[src/rtl/uart_rx_pkg.sv]
// Shared types and constants for the UART receive frame controller.
package uart_rx_pkg;

   typedef enum logic [2:0] {
      IDLE   = 3'd0,
      START  = 3'd1,
      DATA   = 3'd2,
      PARITY = 3'd3,
      STOP   = 3'd4
   } rx_state_e;

   localparam int DATA_BITS        = 8;
   localparam int DEFAULT_PRESCALE = 16;

   function automatic logic prescale_legal(input int unsigned p);
      return (p == 32'd8) || (p == 32'd16) || (p == 32'd32);
   endfunction

endpackage

[src/rtl/uart_rx_edge_bit_counter.sv]
// Per-bit edge counter and frame bit counter; wraps edge at presc-1 and bumps bit.
// Single-cycle update, no backpressure; clear has priority over counting.
module uart_rx_edge_bit_counter #(
   parameter int PRESC_W = 6,
   parameter int BIT_W   = 4
) (
   input  logic               clk,
   input  logic               rst,
   input  logic               en_i,
   input  logic               clr_i,
   input  logic [PRESC_W-1:0] presc_i,
   output logic [PRESC_W-1:0] edge_count_o,
   output logic [BIT_W-1:0]   bit_count_o,
   output logic               bit_end_o
);

   logic [PRESC_W-1:0] edge_q, edge_d;
   logic [BIT_W-1:0]   bit_q, bit_d;
   logic               wrap;

   assign wrap = (edge_q == presc_i - PRESC_W'(1));

   always_comb begin
      edge_d = edge_q;
      bit_d  = bit_q;
      if (clr_i) begin
         edge_d = '0;
         bit_d  = '0;
      end else if (en_i) begin
         if (wrap) begin
            edge_d = '0;
            bit_d  = bit_q + BIT_W'(1);
         end else begin
            edge_d = edge_q + PRESC_W'(1);
         end
      end
   end

   always_ff @(posedge clk or negedge rst) begin
      if (!rst) begin
         edge_q <= '0;
         bit_q  <= '0;
      end else begin
         edge_q <= edge_d;
         bit_q  <= bit_d;
      end
   end

   assign edge_count_o = edge_q;
   assign bit_count_o  = bit_q;
   assign bit_end_o    = en_i && wrap;

endmodule

[src/rtl/uart_rx_frame_ctrl.sv]
// UART RX frame FSM: start detect, LSB-first deserialize, parity/stop check, result pulses.
// Result pulses appear one cycle after the stop-bit end; no backpressure (pulses are not held).
module uart_rx_frame_ctrl
   import uart_rx_pkg::*;
#(
   parameter int DATA_W  = DATA_BITS,
   parameter int PRESC_W = 6
) (
   input  logic               clk,
   input  logic               rst,
   input  logic               rx_in,
   input  logic [PRESC_W-1:0] prescale,
   input  logic               par_en,
   input  logic               par_typ,
   input  logic               sampled_bit,
   output logic [PRESC_W-1:0] edge_count,
   output logic [3:0]         bit_count,
   output logic               dat_samp_en,
   output logic [DATA_W-1:0]  p_data,
   output logic               data_valid,
   output logic               par_err,
   output logic               stp_err
);

   rx_state_e          state_q, state_d;
   logic [PRESC_W-1:0] presc_q;
   logic               par_en_q, par_typ_q, par_fail_q;
   logic [DATA_W-1:0]  shift_q, p_data_q;
   logic               data_valid_q, par_err_q, stp_err_q;
   logic               bit_end, cnt_clr, start_det;

   uart_rx_edge_bit_counter #(.PRESC_W(PRESC_W), .BIT_W(4)) u_cnt (
      .clk          (clk),
      .rst          (rst),
      .en_i         (dat_samp_en),
      .clr_i        (cnt_clr),
      .presc_i      (presc_q),
      .edge_count_o (edge_count),
      .bit_count_o  (bit_count),
      .bit_end_o    (bit_end)
   );

   always_comb begin
      state_d     = state_q;
      dat_samp_en = (state_q != IDLE);
      start_det   = (state_q == IDLE) && !rx_in;
      case (state_q)
         IDLE:    if (!rx_in) state_d = START;
         START:   if (bit_end) state_d = sampled_bit ? IDLE : DATA;
         DATA:    if (bit_end && bit_count == 4'(DATA_W)) state_d = par_en_q ? PARITY : STOP;
         PARITY:  if (bit_end) state_d = STOP;
         STOP:    if (bit_end) state_d = IDLE;
         default: state_d = IDLE;
      endcase
      // Counters sit at zero whenever the next state is IDLE, so START always begins at edge 0.
      cnt_clr = (state_d == IDLE);
   end

   always_ff @(posedge clk or negedge rst) begin
      if (!rst) state_q <= IDLE;
      else      state_q <= state_d;
   end

   always_ff @(posedge clk or negedge rst) begin
      if (!rst) begin
         presc_q      <= PRESC_W'(DEFAULT_PRESCALE);
         par_en_q     <= 1'b0;
         par_typ_q    <= 1'b0;
         par_fail_q   <= 1'b0;
         shift_q      <= '0;
         p_data_q     <= '0;
         data_valid_q <= 1'b0;
         par_err_q    <= 1'b0;
         stp_err_q    <= 1'b0;
      end else begin
         data_valid_q <= 1'b0;
         par_err_q    <= 1'b0;
         stp_err_q    <= 1'b0;
         if (start_det) begin
            presc_q    <= prescale_legal(32'(prescale)) ? prescale : PRESC_W'(DEFAULT_PRESCALE);
            par_en_q   <= par_en;
            par_typ_q  <= par_typ;
            par_fail_q <= 1'b0;
         end
         if (bit_end) begin
            case (state_q)
               DATA:   shift_q <= {sampled_bit, shift_q[DATA_W-1:1]};
               PARITY: par_fail_q <= (sampled_bit != ((^shift_q) ^ par_typ_q));
               STOP: begin
                  stp_err_q  <= ~sampled_bit;
                  par_err_q  <= par_fail_q;
                  par_fail_q <= 1'b0;
                  if (sampled_bit && !par_fail_q) begin
                     p_data_q     <= shift_q;
                     data_valid_q <= 1'b1;
                  end
               end
               default: ;
            endcase
         end
      end
   end

   assign p_data     = p_data_q;
   assign data_valid = data_valid_q;
   assign par_err    = par_err_q;
   assign stp_err    = stp_err_q;

endmodule

[config.mk]
export PLATFORM = sky130hd
export DESIGN_NAME = uart_rx_frame_ctrl
export DESIGN_NICKNAME = d
export VERILOG_FILES = /design/src/rtl/uart_rx_pkg.sv /design/src/rtl/uart_rx_edge_bit_counter.sv /design/src/rtl/uart_rx_frame_ctrl.sv
export SDC_FILE = /design/constraint.sdc
export NUM_CORES = 1
export LEC_CHECK = 0
export ABC_CLOCK_PERIOD_IN_PS = 2700
export CORE_ASPECT_RATIO = 2
export CORE_MARGIN = 1
export CORE_UTILIZATION = 40
export CTS_BUF_LIST = sky130_fd_sc_hd__clkbuf_4 sky130_fd_sc_hd__clkbuf_8 sky130_fd_sc_hd__clkbuf_16
export CTS_CLUSTER_DIAMETER = 120
export DETAILED_ROUTE_END_ITERATION = 8
export GPL_ROUTABILITY_DRIVEN = 0
export SYNTH_ARGS = -nofsm -noshare
export SYNTH_HDL_FRONTEND = slang
export SYNTH_SLANG_ARGS = --single-unit
[constraint.sdc]
create_clock -name clk -period 2.7 [get_ports clk]
set_input_delay 0.675 -clock clk [delete_from_list [all_inputs] [get_ports clk]]
set_output_delay 0.675 -clock clk [all_outputs]
set_load 0.02 [all_outputs]
Word-level counts from Yosys, hierarchy flattened
Cells that the tools add are included.
Operators by class
  bitwise gates (word level): 2
  muxes and demuxes: 25
  add/subtract/negate cells: 3
  reductions and logical operators: 17
  equal/unequal tests: 10
Operator list (count)
  6-bit 2-to-1 mux: 4
  3-bit 2-to-1 mux: 6
  3-bit case mux with 5 select lines: 1
  4-bit 2-to-1 mux: 3
  1-bit 2-to-1 mux: 9
  8-bit XOR reduction: 1
  6-bit by 1-bit adder with 6-bit output, second input constant: 1
  3-bit by 2-bit equality test with 1-bit output, second input constant: 2
  6-bit by 4-bit equality test with 1-bit output, second input constant: 1
  6-bit by 5-bit equality test with 1-bit output, second input constant: 1
  6-bit equality test: 1
  6-bit equality test, second input constant: 1
  3-bit logical NOT: 2
  6-bit by 1-bit subtractor with 6-bit output, second input constant: 1
  4-bit by 1-bit adder with 4-bit output, second input constant: 1
  4-bit equality test, second input constant: 1
  1-bit logical AND: 4
  2-bit AND reduction: 2
  2-bit nonzero test: 2
  3-bit by 1-bit equality test with 1-bit output, second input constant: 1
  3-bit equality test, second input constant: 1
  3-bit AND reduction: 1
  3-bit nonzero test: 1
  1-bit logical NOT: 2
  other kinds (6): 7
Word-level totals
  logic and storage cells: 69
  bits of input ports: 12
  output and inout bits: 22
  bits in registers: 41

Longest topological paths before layout
Gate-level depths: netlist of the first run.
  word-level depth: 9
  depth in mapped cells: 9
  gate-level depth less buffers: 8

Modules after synthesis
Synthesis of the first run repeated with hierarchy kept, for this count alone.
Unflattened totals
  cells, all modules: 189
  area total of the unflattened synthesis: 2097.0 um2
By module, submodules not included
  uart_rx_frame_ctrl: area an instance 1366.3 um2, instances 1, cells an instance 110, sequential area each 777.0 um2
  uart_rx_edge_bit_counter: area an instance 730.7 um2, instances 1, cells an instance 79, sequential area each 250.2 um2

Least setup slack after synthesis of the first run
Ideal clock, no wire load.
  kind: reg-to-reg
  start: reg presc_q[0]
  end: reg shift_q[0]
  path slack: 0.464 ns
  required time: 2.575 ns
  clock period less this slack: 2.236 ns
  buffers on the path: 1
  stages on the path, launching flop included: 10
  library setup time: 0.125 ns
  arrival time: 2.111 ns
  path through: dfrtp_1 inv_1 ha_1 xnor2_1 nor2_1 o211a_1 nand2_4 or3_1 buf_6 mux2_4
On the way
  longest elaborated chain between the ends: 4
Ends and longest elaborated chain
  start: declaration: RTL line uart_rx_frame_ctrl.sv:26  | logic [PRESC_W-1:0] presc_q;
  start signal: assignment: RTL line uart_rx_frame_ctrl.sv:66  | presc_q <= PRESC_W'(DEFAULT_PRESCALE);
  start signal: assignment: RTL line uart_rx_frame_ctrl.sv:80  | presc_q <= prescale_legal(32'(prescale)) ? prescale : PRESC_W'(DEFAULT_PRESCALE);
  6-bit by 1-bit subtractor with 6-bit output: RTL line uart_rx_edge_bit_counter.sv:21  | assign wrap = (edge_q == presc_i - PRESC_W'(1));
  6-bit equality test: RTL line uart_rx_edge_bit_counter.sv:21
  1-bit logical AND: RTL line uart_rx_edge_bit_counter.sv:51  | assign bit_end_o = en_i && wrap;
  2-bit AND reduction (no source line)
  end signal: assignment: RTL line uart_rx_frame_ctrl.sv:87  | DATA: shift_q <= {sampled_bit, shift_q[DATA_W-1:1]};
  end: declaration: RTL line uart_rx_frame_ctrl.sv:28  | logic [DATA_W-1:0] shift_q, p_data_q;
Every way passes these cells.
A chain may end at the register's enable or synchronous reset.

Worst setup path after layout of the first run
  start: reg presc_q[0]
  end: reg p_data_q[5] (netlist: p_data[5])
On the way
  longest elaborated chain between the ends: 4
Ends and longest elaborated chain
  6-bit by 1-bit subtractor with 6-bit output: RTL line uart_rx_edge_bit_counter.sv:21
  6-bit equality test: RTL line uart_rx_edge_bit_counter.sv:21
  1-bit logical AND: RTL line uart_rx_edge_bit_counter.sv:51
  3-bit AND reduction (no source line)
  end signal: assignment: RTL line uart_rx_frame_ctrl.sv:94  | p_data_q <= shift_q;
  end: declaration: RTL line uart_rx_frame_ctrl.sv:28
Every way passes these cells.

==> results of run 1 <==
critical path, cell delays in order, from the launching register on:
cell	delay [ns]
dfrtp_1	0.41
inv_1	0.08
ha_1	0.31
xnor2_1	0.13
nor2_1	0.18
o211ai_2	0.18
nor2_4	0.22
and4_1	0.44
mux2_2	0.38
cell usage in the layout (no fill, tap or decap), drive strengths merged, types with 2 or more instances in the layout:
| cell | synthesis | layout |
|---|---|---|
| nand4 | 6 | 6 |
| nor2 | 18 | 18 |
| ha | 4 | 4 |
| buf | 2 | 10 |
| o31ai | 5 | 5 |
| nand2b | 6 | 6 |
| inv | 7 | 7 |
| nand3 | 3 | 3 |
| or3 | 2 | 2 |
| xor2 | 8 | 8 |
| o211a | 2 | 2 |
| dfrtp | 40 | 40 |
| mux2 | 17 | 17 |
| o21ai | 4 | 4 |
| mux2i | 3 | 3 |
| nor3 | 7 | 7 |
| nor4 | 3 | 3 |
| nor2b | 2 | 2 |
| xnor2 | 13 | 13 |
| clkdlybuf4s50 | 0 | 32 |
| o22ai | 2 | 2 |
| nand2 | 18 | 18 |
| clkbuf | 4 | 7 |
| and3 | 3 | 3 |
| a21oi | 7 | 7 |
sequential cells by signal, indices dropped and copies added, names as in the netlist:
signal	flops
u_cnt.bit_count_o	4
stp_err	1
presc_q	6
p_data	8
u_cnt.edge_count_o	6
data_valid	1
state_q	3
par_err	1
par_en_q	1
par_fail_q	1
par_typ_q	1
shift_q	8
cell families (layout without fill, tap and decap cells):
kind of cell | after synthesis | count (layout) | share of synthesized area
buffers and inverters | 14 | 58 | 0.0295
XOR/XNOR | 21 | 21 | 0.0884
flip-flops | 41 | 41 | 0.474
AO/OA/AOI/OAI | 26 | 26 | 0.0890
AND/OR/NAND/NOR | 74 | 74 | 0.180
multiplexers | 20 | 20 | 0.116
adder cells (fa/ha/maj) | 4 | 4 | 0.0231
per-layer routing:
layer / vias up / global-route usage
met2: 45 / 0.325
li1: 779 / -
met3: 11 / 0.0329
met5: - / 0
met1: 753 / 0.188
met4: 0 / 0.0916
layout make-up:
| type | instances | area (sq um) | share of cell area |
|---|---|---|---|
| clock buffers | 7 | 90.1 | 0.0331 |
| clock inverters | 1 | 30.0 | 0.0110 |
| inverters | 8 | 30.0 | 0.0110 |
| multi-input cells | 145 | 1080 | 0.397 |
| flip-flops and latches | 41 | 1030 | 0.377 |
| well taps | 58 | 72.6 | 0.0267 |
| repair buffers | 42 | 393 | 0.144 |
power by group:
| group | internal (mW) | leakage [nW] | switching, mW |
|---|---|---|---|
| clock network | 0.311 | 0.0619 | 0.205 |
| logic | 0.462 | 0.641 | 0.530 |
| registers | 0.734 | 0.549 | 0.133 |
worst paths after layout:
| check | from | end | depth (start not counted) |
|---|---|---|---|
| setup / recovery | presc_q[0] | p_data[5] | 8 |
| hold / removal | par_typ_q | par_typ_q | 2 |
| hold reg to reg | par_typ_q | par_typ_q | 2 |
| max in group asynchronous | rst | u_cnt.edge_count_o[1] | 1 |
| setup reg to reg | presc_q[0] | p_data[5] | 8 |
| min in group asynchronous | rst | p_data[5] | 1 |
==> flow_summary.json, run 1 <==
{
  "ys_types": 45,
  "end_kind": "flop",
  "critPathMaxFanout": 8,
  "area_delta_synth_final_pct": 25.7,
  "wl_per_cell_microns": 15.0,
  "r2r_setup_slack_ns": 0.26,
  "finalClockSkew_ns": 0.00678,
  "placed_area_sq_um": 2600,
  "routed-via-count": 1588,
  "root_buffer": "clkbuf_8",
  "final_net_count": 259,
  "worstSetupPathType": "flop to flop",
  "synth_top_area_cell": "dfrtp_1",
  "grt_max_degree": 42,
  "powerDensity_nw_per_um2": 873,
  "path_clk_slew_ns": 0.08,
  "layout.cells.non_filler": 302,
  "grt_usage": 0.181,
  "ys_top_cells_by_area": "dfrtp_1 (46%), mux2_4 (5.5%), xnor2_1 (5.3%)",
  "finalSetupViolCount": 0,
  "hp-class": "flop to flop",
  "cts_hold_buffers": 0,
  "cts_setup_buffers": 0,
  "ys.flop_type": "dfrtp_1",
  "synth_common_cells": "dfrtp_1 (40), nand2_1 (17), nor2_1 (17)",
  "core_area_sq_um": 5180,
  "finalHoldViolCount": 0,
  "maxUsedRoutingLayer": "met4",
  "post_cts_resized": 0,
  "avgViaCountPerCell": 5.26,
  "synthCells": 200,
  "drtIter0Drc": 39,
  "power_leakage_nw": 1.25,
  "drv_cap": 0,
  "grt_pass1_wl_microns": 7500,
  "final.setup.tns_ns": 0,
  "fin_area_sq_um": 2720,
  "numClockSinks": 41,
  "slew_headroom": 0.383,
  "dp_hpwl_microns": 3440,
  "cts_buffers": 5,
  "routed_wl_microns": 4540,
  "clock.fmax_ghz": 0.410,
  "antenna_found_initial": 0,
  "place_ws_ns": 0.142,
  "fp.dieW_microns": 54.0,
  "avgSynthCellArea_sq_um": 10.8,
  "drive_above_1_share": 0.184,
  "outcome": "complete, no violations",
  "drc_errors": 0,
  "rsz0062_at_grt": "false",
  "ant_nets": 0,
  "p_total_mw": 2.38,
  "wl_met1_microns": 1730,
  "ctsLongestPathBuffers": 2,
  "yosysMostFrequentCell": "dfrtp_1",
  "ys_seq_area_frac": 0.474,
  "holdWs_ns": 0.500,
  "route.met3.wl_microns": 143,
  "netlist_area_sq_um": 2170,
  "cts_max_level": 2,
  "placed_cells": 294,
  "arrival_ns": 2.62,
  "syn-num-nets": 216,
  "ys_seq_elements": 41,
  "initial_core_util": 0.418,
  "die_area_sq_um": 5730,
  "post-route-period-util": 0.904,
  "numPortBuffers": 33,
  "diodes": 0,
  "critPathLaunchType": "flop",
  "overflow": 0,
  "netlist.area_leader.share": 0.462,
  "worst_slew_pin_slew_ns": 0.925,
  "insertion_delay_ns": 0.29,
  "synth-edff-count": 0,
  "grt_pass1_vias": 1647,
  "drv_slew": 0,
  "wl_met2_microns": 2560,
  "cts_tree": "built",
  "synthArstFlopShare": 1.00,
  "crit_required_ns": 2.88,
  "peakVddDrop_mv": 0.591,
  "row_count": 37,
  "fin_util": 0.525,
  "fin_crit_ns": 2.44,
  "fillers": 480,
  "worst_slack_ns": 0.260,
  "io_pins": 34,
  "yosys_warnings": 0,
  "die_y_microns": 106,
  "drt_pass1_iterations": 4
}
Note: power is estimated with default switching activity, not from simulation.
==> run 2, diff against run 1 <==
ABC_AREA = 1   (was not set)
SLEW_MARGIN = 20   (was not set)
==> run 2 against run 1 <==
Cell area grew 0.97%. Clock skew shrank 0.0014 ns. Final cell count grew 25%. Synthesized cell count grew 39%. Sequential power shrank 7.4%. Flip-flop and latch count is the same. Synthesized area grew 4.7%. Worst setup slack lost 0.017 ns. Critical endpoint is now dat_samp_en. Non-clock buffer count shrank 6. Register-to-register slack gained 0.10 ns. Sequential share of layout area shrank 0.36 points. Largest power group unchanged.
==> flow_summary.json, run 2 <==
{
  "outcome": "complete, no violations",
  "critical-path-top-delay-family": "buffers and inverters",
  "p_sw_frac": 0.416,
  "top_usage_layer": "met2",
  "dp_hpwl_microns": 3790,
  "slew_headroom": 0.394,
  "ys_seq_area_frac": 0.453,
  "routed-via-count": 1810,
  "crit_required_ns": 2.03,
  "finalSetupViolCount": 0,
  "ys.flop_type": "dfrtp_1",
  "ys_top_cells_by_area": "dfrtp_1 (44%), nand2_1 (12%), inv_1 (7.1%)",
  "internal_power_mw": 1.23,
  "area_delta_synth_final_pct": 21.2,
  "cts_tree": "built",
  "combPwrFrac": 0.433,
  "avgViaCountPerCell": 4.80,
  "final.setup.tns_ns": 0,
  "netlist_area_sq_um": 2270,
  "netlist.area_leader.share": 0.441,
  "grtUsageMet2": 0.332,
  "synthCells": 277,
  "drv_cap": 0,
  "synth_common_cells": "nand2_1 (72), inv_1 (43), dfrtp_1 (40)",
  "antenna_found_initial": 0,
  "row_count": 38,
  "grtUsageMet3": 0.0263,
  "clockPowerShare": 0.187,
  "peakVddDrop_mv": 0.417,
  "diodes": 0,
  "reg2regPathDepth": 12,
  "worstSetupPathType": "flop to output port",
  "ys_seq_elements": 41,
  "ys_types": 28,
  "fin_crit_ns": 2.46,
  "syn-num-nets": 293,
  "whs_path_depth": 2,
  "fillers": 567,
  "yosysMostFrequentCell": "nand2_1",
  "wl_per_cell_microns": 13.0,
  "worstSetupPathDepth": 5,
  "finalClockSkew_ns": 0.00542,
  "grt_max_degree": 42,
  "ctsLongestPathBuffers": 2,
  "placed_area_sq_um": 2660,
  "worst_slew_pin_slew_ns": 0.909,
  "die_y_microns": 109,
  "worst_slack_ns": 0.243,
  "yosys_warnings": 0,
  "slowest_stage": "clkdlybuf4s50_1",
  "seqPwrFrac": 0.380,
  "worst-path-buf-inv": 3,
  "insertion_delay_ns": 0.29,
  "final_net_count": 332,
  "drive_above_1_share": 0.139,
  "clock.fmax_ghz": 0.407,
  "p_switching_mw": 0.880,
  "drv_slew": 0,
  "grt_pass1_vias": 1837,
  "avgSynthCellArea_sq_um": 8.19,
  "initial_core_util": 0.419,
  "worstPathCellList": "nor2_1, inv_1, nor2_2, inv_2, clkdlybuf4s50_1",
  "drtIter0Drc": 38,
  "finalHoldViolCount": 0,
  "fp.dieW_microns": 55.3,
  "io_pins": 34,
  "path_clk_slew_ns": 0.08,
  "place_ws_ns": 0.327,
  "gr-usage-met1": 0.178,
  "critPathLaunchType": "flop",
  "core_area_sq_um": 5420,
  "numPortBuffers": 33,
  "grt_pass1_wl_microns": 8170,
  "power_leakage_nw": 1.34,
  "end_kind": "output port",
  "cts_max_level": 2,
  "powerDensity_nw_per_um2": 769,
  "die_area_sq_um": 5990,
  "arrival_ns": 1.78,
  "final_cell_mix": "nand2_1 (72), inv_1 (43), dfrtp_1 (40)",
  "post-route-period-util": 0.910,
  "grt_usage": 0.178,
  "ant_nets": 0,
  "root_buffer": "clkbuf_8",
  "cts_hold_buffers": 0,
  "numClockSinks": 41,
  "final_common_cell": "nand2_1",
  "p_total_mw": 2.11,
  "drt_pass1_iterations": 4,
  "rsz0062_at_grt": "false",
  "routed_wl_microns": 4890,
  "drc_errors": 0,
  "overflow": 0,
  "synth_top_area_cell": "dfrtp_1",
  "slowest_delay_ns": 0.55,
  "synthArstFlopShare": 1.00,
  "critPathMaxFanout": 9,
  "hp-class": "flop to flop",
  "synth-edff-count": 0,
  "cts_buffers": 5,
  "fin_area_sq_um": 2750
}
[run 2: logic make-up (layout without fill, tap and decap cells)]
| family | after synthesis | in the layout | synth area share |
|---|---|---|---|
| simple gates | 129 | 129 | 0.277 |
| xor+xnor | 14 | 14 | 0.0541 |
| flops | 41 | 41 | 0.453 |
| buf+inv | 50 | 90 | 0.0899 |
| fa+ha+maj | 4 | 4 | 0.0221 |
| compound gates | 39 | 39 | 0.104 |
[run 2: repair_timing]
action | in CTS | in global routing
gates resized for setup | 0 | 1
endpoints found under the setup margin | 0 | 1
setup buffers | 0 | 0
[run 2: worst paths after layout]
path / start / endpoint / slack [ns]
max in group asynchronous: rst / presc_q[5] / 1.62
min reg2reg: p_data[1] / p_data[1] / 0.50
min: p_data[1] / p_data[1] / 0.50
min in group asynchronous: rst / p_data[5] / 0.51
max: state_q[1] / dat_samp_en / 0.24
max reg2reg: presc_q[0] / p_data[0] / 0.36
[run 2: cell type report]
type | count | area, sq um | share of cell area
multi-input cells | 186 | 1040 | 0.378
flip-flops and latches | 41 | 1030 | 0.374
repair buffers | 36 | 348 | 0.127
inverters | 46 | 173 | 0.0628
well taps | 60 | 75.1 | 0.0273
clock buffers | 5 | 68.8 | 0.0250
clock inverters | 3 | 17.5 | 0.00637
[run 2: routing by layer]
layer / part of all wire / up-vias
met5: 0 / -
met4: 0.044 / 0
met3: 0.023 / 14
met2: 0.55 / 36
met1: 0.38 / 823
li1: - / 937
[run 2: metrics by stage]
| stage | hold WS [ns] | std cells | util |
|---|---|---|---|
| 2_1_floorplan | 0.379 | 277 | - |
| 3_3_place_gp | 0.472 | 369 | 0.491 |
| 3_5_place_dp | 0.475 | 369 | 0.491 |
| 4_1_cts | 0.500 | 377 | 0.507 |
| 5_1_grt | 0.521 | 377 | 0.507 |
| 6_report | 0.498 | 377 | 0.507 |
[run 2: power by group through the flow]
stage                     Combinational, mW  Clock [mW]  Sequential (mW)
final                                 0.915       0.395            0.803
after global routing                   1.02       0.432            0.821
after CTS                             0.923       0.413            0.805
after detailed placement              0.919           0            0.817
after global placement                0.910           0            0.816
after floorplan                       0.604           0            0.852
[run 2: worst min-delay path: stages (launching register included)]
cell	delay, ns
dfrtp_1	0.36
nand2_1	0.05
o21ai_0	0.06
==> run 3, diff against run 2 <==
CORE_UTILIZATION = 50   (was 40)
PLACE_DENSITY = 0.75   (was not set)
==> run 3 against run 2 <==
Core utilization increased by 13 points. Count of clock-buffer cells in the layout up 1. Non-clock buffer count is 1 higher. Total power is 5.0% higher. Global-route usage grew 4.3 points. Critical endpoint unchanged. Largest cell class unchanged.
==> flow_summary.json, run 3 (synthesis gave the netlist of run 2 again) <==
{
  "outcome": "complete, no violations",
  "cts_max_level": 2,
  "ant_nets": 0,
  "fin_area_sq_um": 2780,
  "end_kind": "output port",
  "final.setup.tns_ns": 0,
  "numPortBuffers": 33,
  "dp_hpwl_microns": 3610,
  "peakVddDrop_mv": 0.577,
  "grt_usage": 0.221,
  "crit_required_ns": 2.03,
  "combPwrFrac": 0.415,
  "routed_wl_microns": 4750,
  "root_buffer": "clkbuf_8",
  "grt_pass1_vias": 1874,
  "drt_pass1_iterations": 4,
  "post-route-period-util": 0.885,
  "grt_pass1_wl_microns": 8140,
  "worst_slew_pin_slew_ns": 0.937,
  "io_pins": 34,
  "hp-class": "flop to flop",
  "antenna_found_initial": 0,
  "critPathLaunchType": "flop",
  "clock.fmax_ghz": 0.419,
  "ctsLongestPathBuffers": 2,
  "worst_slack_ns": 0.311,
  "powerDensity_nw_per_um2": 799,
  "die_y_microns": 97.3,
  "p_switching_mw": 0.870,
  "grt_max_degree": 42,
  "insertion_delay_ns": 0.29,
  "cts_setup_buffers": 0,
  "fin_crit_ns": 2.39,
  "grtUsageMet3": 0.0391,
  "rsz0062_at_grt": "false",
  "core_area_sq_um": 4340,
  "post_cts_resized": 0,
  "finalClockSkew_ns": 0.00797,
  "wl_per_cell_microns": 12.8,
  "drv_slew": 0,
  "finalSetupViolCount": 0,
  "cts_hold_buffers": 0,
  "seqPwrFrac": 0.363,
  "power_leakage_nw": 1.36,
  "worstSetupPathType": "flop to output port",
  "internal_power_mw": 1.35,
  "routed-via-count": 1828,
  "overflow": 0,
  "place_ws_ns": 0.374,
  "placed_area_sq_um": 2660,
  "row_count": 34,
  "numClockSinks": 41,
  "diodes": 0,
  "drive_above_1_share": 0.138,
  "avgViaCountPerCell": 4.91,
  "top_usage_layer": "met2",
  "arrival_ns": 1.71,
  "cts_tree": "built",
  "path_clk_slew_ns": 0.08,
  "p_sw_frac": 0.392,
  "area_delta_synth_final_pct": 22.3,
  "die_area_sq_um": 4830,
  "final_cell_mix": "nand2_1 (72), inv_1 (43), dfrtp_1 (40)",
  "drv_cap": 0,
  "gr-usage-met1": 0.217,
  "initial_core_util": 0.523,
  "cts_buffers": 5,
  "drc_errors": 0,
  "drtIter0Drc": 32,
  "critPathMaxFanout": 9,
  "fp.dieW_microns": 49.6,
  "final_net_count": 333,
  "grtUsageMet2": 0.420,
  "clockPowerShare": 0.222,
  "finalHoldViolCount": 0,
  "final_common_cell": "nand2_1",
  "slew_headroom": 0.375
}
==> run 3: final cells by class <==
cell class                      instances  area, sq um
Timing Repair Buffer                   37          355
Sequential cell                        41         1030
Tap cell                               54         67.6
Multi-Input combinational cell        186         1040
Fill cell                             391         1560
Clock buffer                            6         76.3
Inverter                               46          173
Clock inverter                          2         38.8
==> run 3: metal layers <==
layer	vias to the layer above	wire, microns
met2	30	2690
met1	843	1790
met3	13	113
met4	0	147
met5	-	0
li1	942	-
==> run 3: worst max-delay path, cell delays in order (launching register included) <==
cell	delay, ns
dfrtp_1	0.41
nor2_1	0.15
inv_1	0.05
nor2_1	0.15
inv_2	0.11
clkdlybuf4s50_1	0.55
==> run 3: through the flow <==
step                utilization  hold slack [ns]  power (mW)  cells
floorplan                     -            0.379        1.46    277
global placement          0.613            0.470        1.72    364
detailed placement        0.613            0.472        1.74    364
CTS                       0.640            0.493        2.24    372
global route              0.640            0.537        2.36    372
finish                    0.640            0.489        2.22    372
==> run 3: final timing paths <==
check                                 from                    to  slack, ns  depth (start not counted)
worst max-delay path            state_q[1]           dat_samp_en       0.31                          5
max in group asynchronous              rst            shift_q[6]       1.59                          1
worst min register to register   p_data[6]             p_data[6]       0.49                          2
worst max register to register  presc_q[0]             p_data[4]       0.35                         13
min in group asynchronous              rst  u_cnt.bit_count_o[3]       0.51                          1
worst min-delay path             p_data[6]             p_data[6]       0.49                          2
==> run 3: power by group through the flow <==
| stage | Clock (mW) | Sequential [mW] | Combinational (mW) |
|---|---|---|---|
| floorplan | 0 | 0.852 | 0.604 |
| global placement | 0 | 0.813 | 0.911 |
| detailed placement | 0 | 0.816 | 0.920 |
| CTS | 0.508 | 0.806 | 0.926 |
| global route | 0.528 | 0.820 | 1.01 |
| finish | 0.492 | 0.806 | 0.921 |
